## src/rtl/conta_pkg.sv

```systemverilog
// Shared types and defaults for the programmable-modulo counter slice.
package conta_pkg;

    localparam int CONTA_WIDTH   = 18;
    localparam int CONTA_PRESC_W = 8;

    localparam logic DIR_UP = 1'b1;
    localparam logic DIR_DN = 1'b0;

    typedef enum logic [1:0] {
        ST_IDLE = 2'b00,
        ST_RUN  = 2'b01,
        ST_DONE = 2'b10
    } conta_state_e;

endpackage

```

## src/rtl/conta_presc.sv

```systemverilog
// Prescaler for conta_prog_mod: counts 0..presc_div while enabled and
// emits one tick on each wrap. Only built with CONTA_PRESCALER_EN.
module conta_presc
    import conta_pkg::*;
#(
    parameter int PRESC_W = CONTA_PRESC_W
) (
    input  logic               clk,
    input  logic               rst,
    input  logic               count_en,
    input  logic               clear,
    input  logic [PRESC_W-1:0] presc_div,
    output logic               tick
);

    logic [PRESC_W-1:0] cnt_q;
    logic [PRESC_W-1:0] cnt_d;

    assign tick = count_en && (cnt_q == presc_div);

    // Next prescaler count: clear on launch, wrap on tick, else advance.
    always_comb begin
        cnt_d = cnt_q;
        if (clear) begin
            cnt_d = {PRESC_W{1'b0}};
        end else if (tick) begin
            cnt_d = {PRESC_W{1'b0}};
        end else if (count_en) begin
            cnt_d = cnt_q + {{(PRESC_W-1){1'b0}}, 1'b1};
        end else begin
            cnt_d = cnt_q;
        end
    end

    // Prescaler count register.
    always_ff @(posedge clk or posedge rst) begin
        if (rst) begin
            cnt_q <= {PRESC_W{1'b0}};
        end else begin
            cnt_q <= cnt_d;
        end
    end

endmodule

```

## src/rtl/conta_prog_mod.sv

```systemverilog
// Programmable-modulo up/down counter with load, clear, terminal-count pulse
// and IDLE/RUN/DONE run control. Define CONTA_PRESCALER_EN for the prescaler.
module conta_prog_mod
    import conta_pkg::*;
#(
    parameter int WIDTH = CONTA_WIDTH
`ifdef CONTA_PRESCALER_EN
    ,
    parameter int PRESC_W = CONTA_PRESC_W
`endif
) (
    input  logic               clk,
    input  logic               rst,
    input  logic               en,
    input  logic               start,
    input  logic               stop,
    input  logic               clr,
    input  logic               load,
    input  logic [WIDTH-1:0]   load_val,
    input  logic               up_dn,
    input  logic               one_shot,
    input  logic [WIDTH-1:0]   modulo,
`ifdef CONTA_PRESCALER_EN
    input  logic [PRESC_W-1:0] presc_div,
`endif
    output logic [WIDTH-1:0]   cuenta,
    output logic               tc,
    output logic               busy,
    output logic               done
);

    conta_state_e     state_q, state_d;
    logic [WIDTH-1:0] cuenta_q, cuenta_d;
    logic             tc_q, tc_d;
    logic             busy_q, busy_d;
    logic             done_q, done_d;
    logic             start_acc_s;
    logic             step_s;
    logic             step_en_s;
    logic [WIDTH-1:0] step_val_s;
    logic             step_tc_s;

    assign start_acc_s = start && !stop && (state_q != ST_RUN);

`ifdef CONTA_PRESCALER_EN
    logic presc_tick_s;

    conta_presc #(
        .PRESC_W (PRESC_W)
    ) u_presc (
        .clk       (clk),
        .rst       (rst),
        .count_en  (en && (state_q == ST_RUN)),
        .clear     (start_acc_s),
        .presc_div (presc_div),
        .tick      (presc_tick_s)
    );

    assign step_en_s = en && presc_tick_s;
`else
    assign step_en_s = en;
`endif

    assign step_s = (state_q == ST_RUN) && step_en_s;

    // Value and terminal flag a step would produce; an out-of-range count
    // going up is treated as a wrap, and M=0 makes every step terminal.
    always_comb begin
        step_val_s = cuenta_q;
        step_tc_s  = 1'b0;
        if (modulo == {WIDTH{1'b0}}) begin
            step_val_s = {WIDTH{1'b0}};
            step_tc_s  = 1'b1;
        end else if (up_dn == DIR_UP) begin
            if (cuenta_q >= modulo) begin
                step_val_s = {WIDTH{1'b0}};
                step_tc_s  = 1'b0;
            end else begin
                step_val_s = cuenta_q + {{(WIDTH-1){1'b0}}, 1'b1};
                step_tc_s  = (step_val_s == modulo);
            end
        end else begin
            if (cuenta_q == {WIDTH{1'b0}}) begin
                step_val_s = modulo;
                step_tc_s  = 1'b0;
            end else begin
                step_val_s = cuenta_q - {{(WIDTH-1){1'b0}}, 1'b1};
                step_tc_s  = (step_val_s == {WIDTH{1'b0}});
            end
        end
    end

    // Next count, terminal pulse and run-control state.
    always_comb begin
        cuenta_d = cuenta_q;
        tc_d     = 1'b0;
        if (clr) begin
            cuenta_d = {WIDTH{1'b0}};
        end else if (load) begin
            cuenta_d = (load_val > modulo) ? modulo : load_val;
        end else if (start_acc_s) begin
            cuenta_d = (up_dn == DIR_UP) ? {WIDTH{1'b0}} : modulo;
        end else if (step_s) begin
            cuenta_d = step_val_s;
            tc_d     = step_tc_s;
        end else begin
            cuenta_d = cuenta_q;
        end

        state_d = state_q;
        case (state_q)
            ST_IDLE: state_d = start_acc_s ? ST_RUN : ST_IDLE;
            ST_RUN:  state_d = (tc_d && one_shot) ? ST_DONE : ST_RUN;
            ST_DONE: state_d = start_acc_s ? ST_RUN : ST_DONE;
            default: state_d = ST_IDLE;
        endcase
        if (stop) begin
            state_d = ST_IDLE;
        end else begin
            state_d = state_d;
        end

        busy_d = (state_d == ST_RUN);
        done_d = (state_d == ST_DONE);
    end

    // State and registered outputs.
    always_ff @(posedge clk or posedge rst) begin
        if (rst) begin
            state_q  <= ST_IDLE;
            cuenta_q <= {WIDTH{1'b0}};
            tc_q     <= 1'b0;
            busy_q   <= 1'b0;
            done_q   <= 1'b0;
        end else begin
            state_q  <= state_d;
            cuenta_q <= cuenta_d;
            tc_q     <= tc_d;
            busy_q   <= busy_d;
            done_q   <= done_d;
        end
    end

    assign cuenta = cuenta_q;
    assign tc     = tc_q;
    assign busy   = busy_q;
    assign done   = done_q;

endmodule
```

## config.mk

```make
export PLATFORM = sky130hd
export DESIGN_NAME = conta_prog_mod
export DESIGN_NICKNAME = d
export VERILOG_FILES = /design/src/rtl/conta_pkg.sv /design/src/rtl/conta_presc.sv /design/src/rtl/conta_prog_mod.sv
export SDC_FILE = /design/constraint.sdc
export NUM_CORES = 1
export LEC_CHECK = 0
export ABC_CLOCK_PERIOD_IN_PS = 7270
export CORE_ASPECT_RATIO = 1.5
export CORE_MARGIN = 3
export CORE_UTILIZATION = 60
export CTS_CLUSTER_DIAMETER = 50
export CTS_CLUSTER_SIZE = 30
export DETAILED_ROUTE_END_ITERATION = 10
export PLACE_DENSITY = 0.89
export SKIP_LAST_GASP = 1
export SYNTH_ARGS = -nofsm -noshare
export SYNTH_HDL_FRONTEND = slang
export SYNTH_SLANG_ARGS = --single-unit
```

## constraint.sdc

```tcl
create_clock -name clk -period 7.27 [get_ports clk]
set_input_delay 0.727 -clock clk [delete_from_list [all_inputs] [get_ports clk]]
set_output_delay 0.727 -clock clk [all_outputs]
set_load 0.01 [all_outputs]
```

==> results of run 1 <==
==> kinds of logic after synthesis <==
logic type      after synthesis  synth area share [%]
simple gates                175                 25.74
buf+inv                      75                 7.763
xor+xnor                     39                 8.686
mux                           5                 1.305
fa+ha+maj                    40                 12.73
compound gates              149                 29.15
flops                        23                 14.64
==> layout by cell type, fill, tap and decap left out, types with 15 or more instances in the layout <==
master	instances
clkdlybuf4s50_1	65
nand2_1	40
ha_1	40
inv_1	33
nor2_1	32
dfrtp_1	23
xnor2_1	21
xor2_1	18
nor3_1	17
o211ai_1	16
a22o_1	15
==> synthesized netlist by cell type (all sizes together), types with 3 or more instances <==
cell type,instances
a2111oi,5
a211oi,4
a21o,8
a21oi,13
a221oi,14
a22o,15
a22oi,4
a31oi,3
a32o,14
and3,8
and4,4
buf,14
clkbuf,28
dfrtp,23
ha,40
inv,33
mux2i,4
nand2,41
nand2b,4
nand3,12
nand4,16
nand4b,8
nor2,32
nor3,17
nor4,10
nor4b,3
o211ai,16
o21a,3
o21ai,26
o31ai,4
o41ai,3
or2,4
or3,4
or4,5
xnor2,21
xor2,18
==> state kept, by name (all words and copies together), names as in the netlist <==
register,cells
done,1
tc,1
busy,1
cuenta,18
state_q,2
==> layer usage <==
metal  track usage [%]  part of all wire, %  vias up  routed length (µm)
met1             46.80                   35     2107                5064
li1                  -                    -     1999                   -
met2             61.73                   48      356                6967
met3             5.101                  9.0       85                1310
met5                 0                    0        -                   0
met4             23.39                  7.9        0                1141
==> through the flow <==
stage	util, %	setup WS, ns	std cells
detailed placement	72.41	2.887	607
global route	73.15	2.767	611
CTS	73.15	3.032	611
global placement	72.41	2.967	607
floorplan	-	3.878	506
finish	73.15	2.923	611
==> area by class of cell <==
class,instances,area (µm²),area share [%]
well taps,74,92.59,2.021
multi-input cells,408,3062,66.84
clock buffers,3,41.29,0.9014
repair buffers,69,680.7,14.86
clock inverters,1,5.005,0.1093
inverters,33,123.9,2.704
flip-flops and latches,23,575.6,12.56
==> worst reg2reg max path, stage by stage, from the launching register on <==
cell and delay [ns]:
dfrtp_1 0.62, ha_1 0.38, nand3_1 0.27, nor3_1 0.56
mux2_2 0.42, a2111oi_0 0.49, nand4_1 0.26, or4_4 0.59
a2111oi_4 0.49, a31o_1 0.21
==> worst min path at each step <==
stage | start | to | slack (ns) | cells past startpoint
4_1_cts | state_q[1]$_DFF_PP0_ | state_q[0]$_DFF_PP0_ | 0.54 | 1
3_5_place_dp | state_q[1]$_DFF_PP0_ | busy$_DFF_PP0_ | 0.53 | 1
5_1_grt | state_q[1]$_DFF_PP0_ | state_q[0]$_DFF_PP0_ | 0.58 | 1
6_report | state_q[1]$_DFF_PP0_ | state_q[0]$_DFF_PP0_ | 0.54 | 1
3_3_place_gp | state_q[1]$_DFF_PP0_ | state_q[0]$_DFF_PP0_ | 0.51 | 1
2_1_floorplan | state_q[1]$_DFF_PP0_ | busy$_DFF_PP0_ | 0.49 | 1
==> power breakdown <==
part	leakage (µW)	switching [µW]	internal [µW]	total, µW
clock network	0.0000255	45.3	38.4	83.7
logic	0.00155	218	184	402
registers	0.000301	76.4	143	220
total	0.00188	339	366	705
==> reports/qor.csv, run 1 <==
stage,metric,value,unit
timing,period_minus_slack,4.347,ns
clock_network,insertion_delay,0.27,ns
setup_path,critPathCaptureType,register,
setup_path,cp.depth,9,
die,die-height,105.2,µm
routing,drc,0,
timing,skew,0.003435,ns
global_routing,grt_max_degree,37,
outcome,outcome,"finished, final reports clean",
die,die_x,72.10,µm
setup_path,path_delay_family,simple AND/OR/NAND/NOR gates,
setup_path,reg2reg_from,cuenta[1]$_DFFE_PP0P_,
routing,firstDrtPassIters,6,
run,maxCapViolCount,0,
timing,final_hold_viol_count,0,
clock_network,cts.htree.levels,1,
die,ios,66,
setup_path,start_kind,register,
power,fin_total_pwr,705.4,µW
global_routing,grt_pass1_vias,4178,
synthesis,syn_area,3933,µm²
timing,report.final.slew_viol_count,0,
worst_hold_path,hold_path_class,reg2reg,
timing,setup_viol,0,
synthesis,synth.distinct_cells,69,
setup_path,cp-startpoint,cuenta[1]$_DFFE_PP0P_,
setup_path,critPathMaxFanout,10,
synthesis,synth-seq-cells,23,
finish,stdcell_area,4581,µm²
finish,diodes,0,
power,p_per_area,154.0,nW/µm²
routing,drt_iter0_drc,350,
die,core-area,6262,µm²
clock_network,ctsResizeCount,0,
synthesis,synth_seq_area_share,14.64,%
clock_network,clock_path_buffers,2,
timing,final.period_utilization,59.79,%
setup_path,rr_worst_depth,9,
synthesis,synth_top_area_share,14.64,%
place,postPlaceCellArea,4534,µm²
die,initial_core_util,62.80,%
routing,drt.antenna.violating_nets,0,
setup_path,path_buf_inv,0,
setup_path,cp_data_arrival_time,4.56,ns
timing,relSlewSlack,23.06,%
timing,final.setup.tns,0,ns
synthesis,async_reset_ff_share,100.0,%
timing,worst_pin_slew,1.150,ns
finish,drive_gt1_share,5.400,%
synthesis,syn_avg_cell_area,7.772,µm²
synthesis,synth_top_cell_by_area,dfrtp_1,
global_routing,grt_pass1_wl,22.65,mm
place,portBuffers,65,
die,rows,35,
synthesis,syn_inst,506,
routing,vias_per_cell,7.442,
setup_path,cpMaxStageDelayCell,dfrtp_1,
timing,hold_slack,0.5396,ns
global_routing,antenna_found_initial,0,
setup_path,cpPeakStageDelay,0.62,ns
clock_network,path_clk_slew,0.09,ns
routing,drt_wl_total,14.48,mm
routing,wl_per_cell,23.71,µm
finish,fill_cells,505,
routing,via_count,4547,
timing,max_freq,230.1,MHz
finish,syn_to_final_growth,16.48,%
synthesis,synth_nets,591,
clock_network,cts_root_buffer,clkbuf_8,
setup_path,required,7.48,ns
clock_network,cts_buffers,3,
setup_path,reg2reg_slack,2.92,ns
clock_network,hold_buffers,0,
synthesis,synth-main-ff-cell,dfrtp_1,
setup_path,path_class,reg2reg,
synthesis,synth_area_leaders,"dfrtp_1 15%, ha_1 13%, xnor2_1 4.7%, xor2_1 4.0%, nand2_1 3.8%",
clock_network,cts_setup_buffers,0,
power,ir_drop,0.1260,mV
power,leakagePower,0.001877,µW
synthesis,synth_edf_count,0,
clock_network,cts_tree,done,
setup_path,worst_r2r_endpoint,state_q[1]$_DFF_PP0_,
global_routing,grt.overflow.total,0,
timing,rsz0062_at_grt,no,
global_routing,grtUsageTotal,38.21,%
setup_path,critical_path.endpoint,state_q[1]$_DFF_PP0_,
die,die_area,7581,µm²
setup_path,worstPathCellList,ha_1 > nand3_1 > nor3_1 > mux2_2 > a2111oi_0 > nand4_1 > or4_4 > a2111oi_4 > a31o_1,
place,hpwl,10.93,mm
finish,fin_nets,623,
place,place_congestion,1.052,
synthesis,yosysWarnings,0,
clock_network,cts.sinks,23,
Power figures use the tool's default switching activity.
==> run 2, diff against run 1 <==
--- a/config.mk
+++ b/config.mk
@@ -5,14 +5,14 @@
 export SDC_FILE = /design/constraint.sdc
 export NUM_CORES = 1
 export LEC_CHECK = 0
-export ABC_CLOCK_PERIOD_IN_PS = 7270
+export ABC_CLOCK_PERIOD_IN_PS = 4300
 export CORE_ASPECT_RATIO = 1.5
 export CORE_MARGIN = 3
-export CORE_UTILIZATION = 60
+export CORE_UTILIZATION = 55
 export CTS_CLUSTER_DIAMETER = 50
 export CTS_CLUSTER_SIZE = 30
 export DETAILED_ROUTE_END_ITERATION = 10
-export PLACE_DENSITY = 0.89
+export PLACE_DENSITY = 0.82
 export SKIP_LAST_GASP = 1
 export SYNTH_ARGS = -nofsm -noshare
 export SYNTH_HDL_FRONTEND = slang
==> constraint.sdc (replaced) <==
create_clock -name clk -period 4.3 [get_ports clk]
set_input_delay 0.43 -clock clk [delete_from_list [all_inputs] [get_ports clk]]
set_output_delay 0.43 -clock clk [all_outputs]
set_load 0.01 [all_outputs]
==> reports/qor.csv, run 2 (synthesized netlist as in run 1, its figures left out) <==
stage,metric,value,unit
worst_hold_path,hold_path_class,reg2reg,
setup_path,required,4.46,ns
timing,final.setup.tns,0,ns
die,core-area,6898,µm²
clock_network,cts_tree,done,
setup_path,start_kind,register,
clock_network,path_clk_slew,0.10,ns
routing,drt_wl_total,15.18,mm
finish,final_common_cell,clkdlybuf4s50_1,
die,die_x,75.04,µm
timing,final.period_utilization,92.76,%
timing,skew,0.002973,ns
timing,worst_pin_slew,0.9965,ns
setup_path,path_delay_family,simple AND/OR/NAND/NOR gates,
timing,period_minus_slack,3.989,ns
finish,fin_nets,640,
clock_network,cts_root_buffer,clkbuf_8,
place,placed_cells,628,
setup_path,cp_data_arrival_time,4.14,ns
finish,mostFrequentLayoutCells,"65 x clkdlybuf4s50_1, 40 x nand2_1, 40 x ha_1",
clock_network,cts_buffers,3,
clock_network,ctsResizeCount,0,
clock_network,cts.sinks,23,
timing,setup_viol,0,
routing,via_count,4598,
timing,worst_slack,0.3113,ns
setup_path,critPathCaptureType,register,
place,portBuffers,65,
die,die_area,8221,µm²
die,ios,66,
routing,drt_iter0_drc,587,
routing,drc,0,
setup_path,rr_worst_depth,9,
setup_path,worstPathCellList,ha_1 > nand3_1 > nor3_1 > mux2_2 > a2111oi_0 > nand4_1 > or4_4 > a2111oi_4 > o31ai_1,
global_routing,grt_pass1_vias,4393,
global_routing,grtUsageTotal,37.98,%
clock_network,insertion_delay,0.28,ns
place,place_congestion,1.046,
timing,max_freq,250.7,MHz
routing,drt.antenna.violating_nets,0,
power,ir_drop,0.1772,mV
timing,relSlewSlack,33.49,%
setup_path,reg2reg_slack,0.31,ns
die,die-height,109.6,µm
clock_network,cts.htree.levels,1,
run,maxCapViolCount,0,
finish,syn_to_final_growth,19.92,%
die,rows,37,
routing,vias_per_cell,7.275,
global_routing,grt_max_degree,36,
power,leakagePower,0.001959,µW
die,initial_core_util,57.01,%
routing,wl_per_cell,24.02,µm
power,fin_total_pwr,1247,µW
setup_path,path_class,reg2reg,
clock_network,hold_buffers,0,
setup_path,cpPeakStageDelay,0.61,ns
finish,diodes,0,
setup_path,cpMaxStageDelayCell,dfrtp_1,
setup_path,cp.depth,9,
place,post-place-ws,0.3875,ns
setup_path,critPathMaxFanout,10,
global_routing,grt.overflow.total,0,
global_routing,antenna_found_initial,0,
clock_network,clock_path_buffers,2,
routing,firstDrtPassIters,6,
finish,drive_gt1_share,8.303,%
finish,instances_no_fill,632,
outcome,outcome,"finished, final reports clean",
place,hpwl,11.52,mm
timing,final_hold_viol_count,0,
clock_network,cts_setup_buffers,0,
timing,rsz0062_at_grt,no,
worst_hold_path,min_path_cells,1,
power,p_per_area,264.5,nW/µm²
timing,report.final.slew_viol_count,0,
setup_path,path_buf_inv,0,
global_routing,grt_pass1_wl,23.79,mm
finish,largest_reg_flops,18,
-- run 2: metrics by stage --
stage	utilization, %	hold slack [ns]	instance area [µm²]
CTS	68.37	0.5623	4716
global route	68.37	0.6096	4716
global placement	67.66	0.5291	4667
detailed placement	67.66	0.5480	4667
finish	68.37	0.5724	4716
floorplan	-	0.4319	3933
-- run 2: metal layers --
layer	vias to the layer above	wire length, µm	GRT usage, %	share of wire (%)
li1	2035	-	-	-
met1	2140	5338	44.51	35
met2	311	7239	62.97	48
met3	112	1249	4.758	8.2
met4	0	1352	25.32	8.9
met5	-	0	0	0
-- run 2: worst register-to-register path: stages, from the launching register on --
cell	delay, ns
dfrtp_1	0.61
ha_1	0.37
nand3_1	0.24
nor3_1	0.49
mux2_2	0.40
a2111oi_0	0.40
nand4_1	0.17
or4_4	0.55
a2111oi_4	0.49
o31ai_1	0.14
-- run 2: path summary, 6_finish.rpt --
kind,to,from
max in group asynchronous,cuenta[13]$_DFFE_PP0P_,rst
worst max-delay path,state_q[0]$_DFF_PP0_,cuenta[0]$_DFFE_PP0P_
worst min register to register,busy$_DFF_PP0_,state_q[1]$_DFF_PP0_
worst max register to register,state_q[0]$_DFF_PP0_,cuenta[0]$_DFFE_PP0P_
min in group asynchronous,cuenta[3]$_DFFE_PP0P_,rst
worst min-delay path,busy$_DFF_PP0_,state_q[1]$_DFF_PP0_
-- run 2: final cells by class --
cell class,instances,area [µm²]
clock inverter,1,7.507
inverter,33,123.9
timing repair buffer,86,808.3
clock buffer,3,41.29
sequential,23,575.6
tap,78,97.59
multi-input combinational,408,3062
fill,596,2182
-- run 2: where the power goes --
part           internal, µW  leakage [µW]  switching, µW  total (µW)
Sequential              244      0.000301           72.1         316
Combinational           338       0.00164            441         778
Clock                  65.9     0.0000217           87.4         153
Total                   647       0.00196            600        1250
==> run 3, diff against run 2 <==
--- a/config.mk
+++ b/config.mk
@@ -5,14 +5,14 @@
 export SDC_FILE = /design/constraint.sdc
 export NUM_CORES = 1
 export LEC_CHECK = 0
-export ABC_CLOCK_PERIOD_IN_PS = 4300
+export ABC_CLOCK_PERIOD_IN_PS = 3600
 export CORE_ASPECT_RATIO = 1.5
 export CORE_MARGIN = 3
-export CORE_UTILIZATION = 55
+export CORE_UTILIZATION = 50
 export CTS_CLUSTER_DIAMETER = 50
 export CTS_CLUSTER_SIZE = 30
 export DETAILED_ROUTE_END_ITERATION = 10
-export PLACE_DENSITY = 0.82
+export PLACE_DENSITY = 0.79
 export SKIP_LAST_GASP = 1
 export SYNTH_ARGS = -nofsm -noshare
 export SYNTH_HDL_FRONTEND = slang
==> constraint.sdc (replaced) <==
create_clock -name clk -period 3.6 [get_ports clk]
set_input_delay 0.36 -clock clk [delete_from_list [all_inputs] [get_ports clk]]
set_output_delay 0.36 -clock clk [all_outputs]
set_load 0.01 [all_outputs]
==> reports/qor.csv, run 3 (synthesized netlist as in run 1, its figures left out) <==
stage,metric,value,unit
place,portBuffers,65,
global_routing,use_met3,4.961,%
clock_network,path_clk_slew,0.06,ns
clock_network,cts_root_buffer,clkbuf_16,
finish,final_common_cell,clkdlybuf4s50_1,
timing,setup_viol,0,
timing,final_hold_viol_count,0,
clock_network,cts.sinks,23,
place,placed_cells,677,
routing,drt_wl_total,15.62,mm
die,die_x,78.41,µm
die,ios,66,
die,rows,39,
global_routing,grtUsageTotal,34.95,%
finish,syn_to_final_growth,26.89,%
worst_hold_path,hold_path_class,reg2reg,
global_routing,antenna_found_initial,0,
setup_path,critPathMaxFanout,7,
clock_network,insertion_delay,0.26,ns
global_routing,grt.overflow.total,0,
outcome,outcome,"finished, final reports clean",
clock_network,cts.htree.levels,1,
global_routing,grt_pass1_wl,24.43,mm
setup_path,required,3.73,ns
global_routing,globalRoute.busiestLayer,met2,
finish,utilization,65.55,%
setup_path,cp_data_arrival_time,3.55,ns
routing,drt_iter0_drc,458,
finish,drive_gt1_share,12.41,%
place,place_congestion,1.078,
finish,mostFrequentLayoutCells,"65 x clkdlybuf4s50_1, 46 x buf_4, 40 x nand2_1, 40 x ha_1, 33 x inv_1",
die,die_area,8987,µm²
power,fin_total_pwr,1599,µW
die,core-area,7612,µm²
die,die-height,114.6,µm
global_routing,grt_max_degree,36,
finish,largest_reg_flops,18,
die,initial_core_util,51.66,%
routing,drc,0,
routing,firstDrtPassIters,6,
timing,worst_pin_slew,0.9488,ns
finish,diodes,0,
power,leakagePower,0.002112,µW
routing,vias_per_cell,6.774,
finish,instances_no_fill,682,
clock_network,cts_buffers,3,
clock_network,cts_tree,done,
timing,max_freq,292.9,MHz
routing,via_count,4620,
power,ir_drop,0.2718,mV
worst_hold_path,min_path_cells,1,
place,hpwl,12.14,mm
finish,fin_nets,666,
place,post-place-ws,0.05624,ns
setup_path,rr_worst_depth,11,
timing,hold_slack,0.5545,ns
global_routing,use_met2,62.13,%
clock_network,clock_path_buffers,2,
timing,final.period_utilization,94.83,%
routing,wl_per_cell,22.90,µm
timing,relSlewSlack,36.67,%
global_routing,grt_use_met1,38.44,%
timing,report.final.slew_viol_count,0,
power,p_per_area,320.4,nW/µm²
setup_path,start_kind,register,
run,maxCapViolCount,0,
routing,drt.antenna.violating_nets,0,
timing,worst_slack,0.1863,ns
global_routing,grt_pass1_vias,4625,
setup_path,path_class,reg2reg,
timing,skew,0.006448,ns
timing,period_minus_slack,3.414,ns
setup_path,critPathCaptureType,register,
run 3: cell count changes in the layout (fill, tap and decap cells not counted):
cell | before | now
buf_12 | 0 | 1
buf_4 | 21 | 46
clkbuf_1 | 0 | 1
clkbuf_16 | 0 | 3
clkbuf_8 | 3 | 0
clkinvlp_4 | 1 | 0
nor4_1 | 7 | 6
nor4_2 | 1 | 2
run 3: worst paths after layout:
| check | from | endpoint | slack [ns] |
|---|---|---|---|
| worst max-delay path | cuenta[1]$_DFFE_PP0P_ | busy$_DFF_PP0_ | 0.19 |
| worst min-delay path | state_q[1]$_DFF_PP0_ | state_q[0]$_DFF_PP0_ | 0.55 |
| worst max register to register | cuenta[1]$_DFFE_PP0P_ | busy$_DFF_PP0_ | 0.19 |
| worst min register to register | state_q[1]$_DFF_PP0_ | state_q[0]$_DFF_PP0_ | 0.55 |
| max in group asynchronous | rst | cuenta[6]$_DFFE_PP0P_ | 2.40 |
| min in group asynchronous | rst | state_q[0]$_DFF_PP0_ | 0.62 |
run 3: area by class of cell:
class                   instances  area (µm²)
well taps                     102       127.6
fillers                       708        2623
flip-flops and latches         23       575.6
multi-input cells             408        3068
repair buffers                112        1016
clock buffers                   4       78.83
inverters                      33       123.9
run 3: power by group:
part	switching (µW)	internal [µW]	leakage [µW]
Clock	92.5	151	0.0000382
Combinational	554	440	0.00177
Sequential	68.2	292	0.000301
Total	715	884	0.00211
run 3: through the flow:
| step | TNS, ns | area (µm²) |
|---|---|---|
| finish | 0 | 4990 |
| global route | -0.09216 | 4990 |
| CTS | 0 | 4976 |
| detailed placement | 0 | 4897 |
| global placement | 0 | 4897 |
| floorplan | 0 | 3933 |
run 3: timing repair:
action,in CTS,in global routing
endpoints found under the setup margin,0,4
buffers inserted,0,1
hold endpoints to repair,0,0
gates resized for setup,0,1
hold buffers,0,0
run 3: critical path, cell delays in order, from the launching register on:
cell	delay (ns)
dfrtp_1	0.48
inv_1	0.14
ha_1	0.26
or4b_1	0.51
nor4_2	0.22
xor2_1	0.14
or4_1	0.49
nor4_1	0.26
a21oi_2	0.16
a2111oi_4	0.36
buf_4	0.19
o31ai_1	0.08
run 3: layer usage:
layer,routed length [µm],up-vias
li1,-,2085
met1,5628,2152
met2,7720,298
met3,1112,85
met4,1155,0
met5,0,-
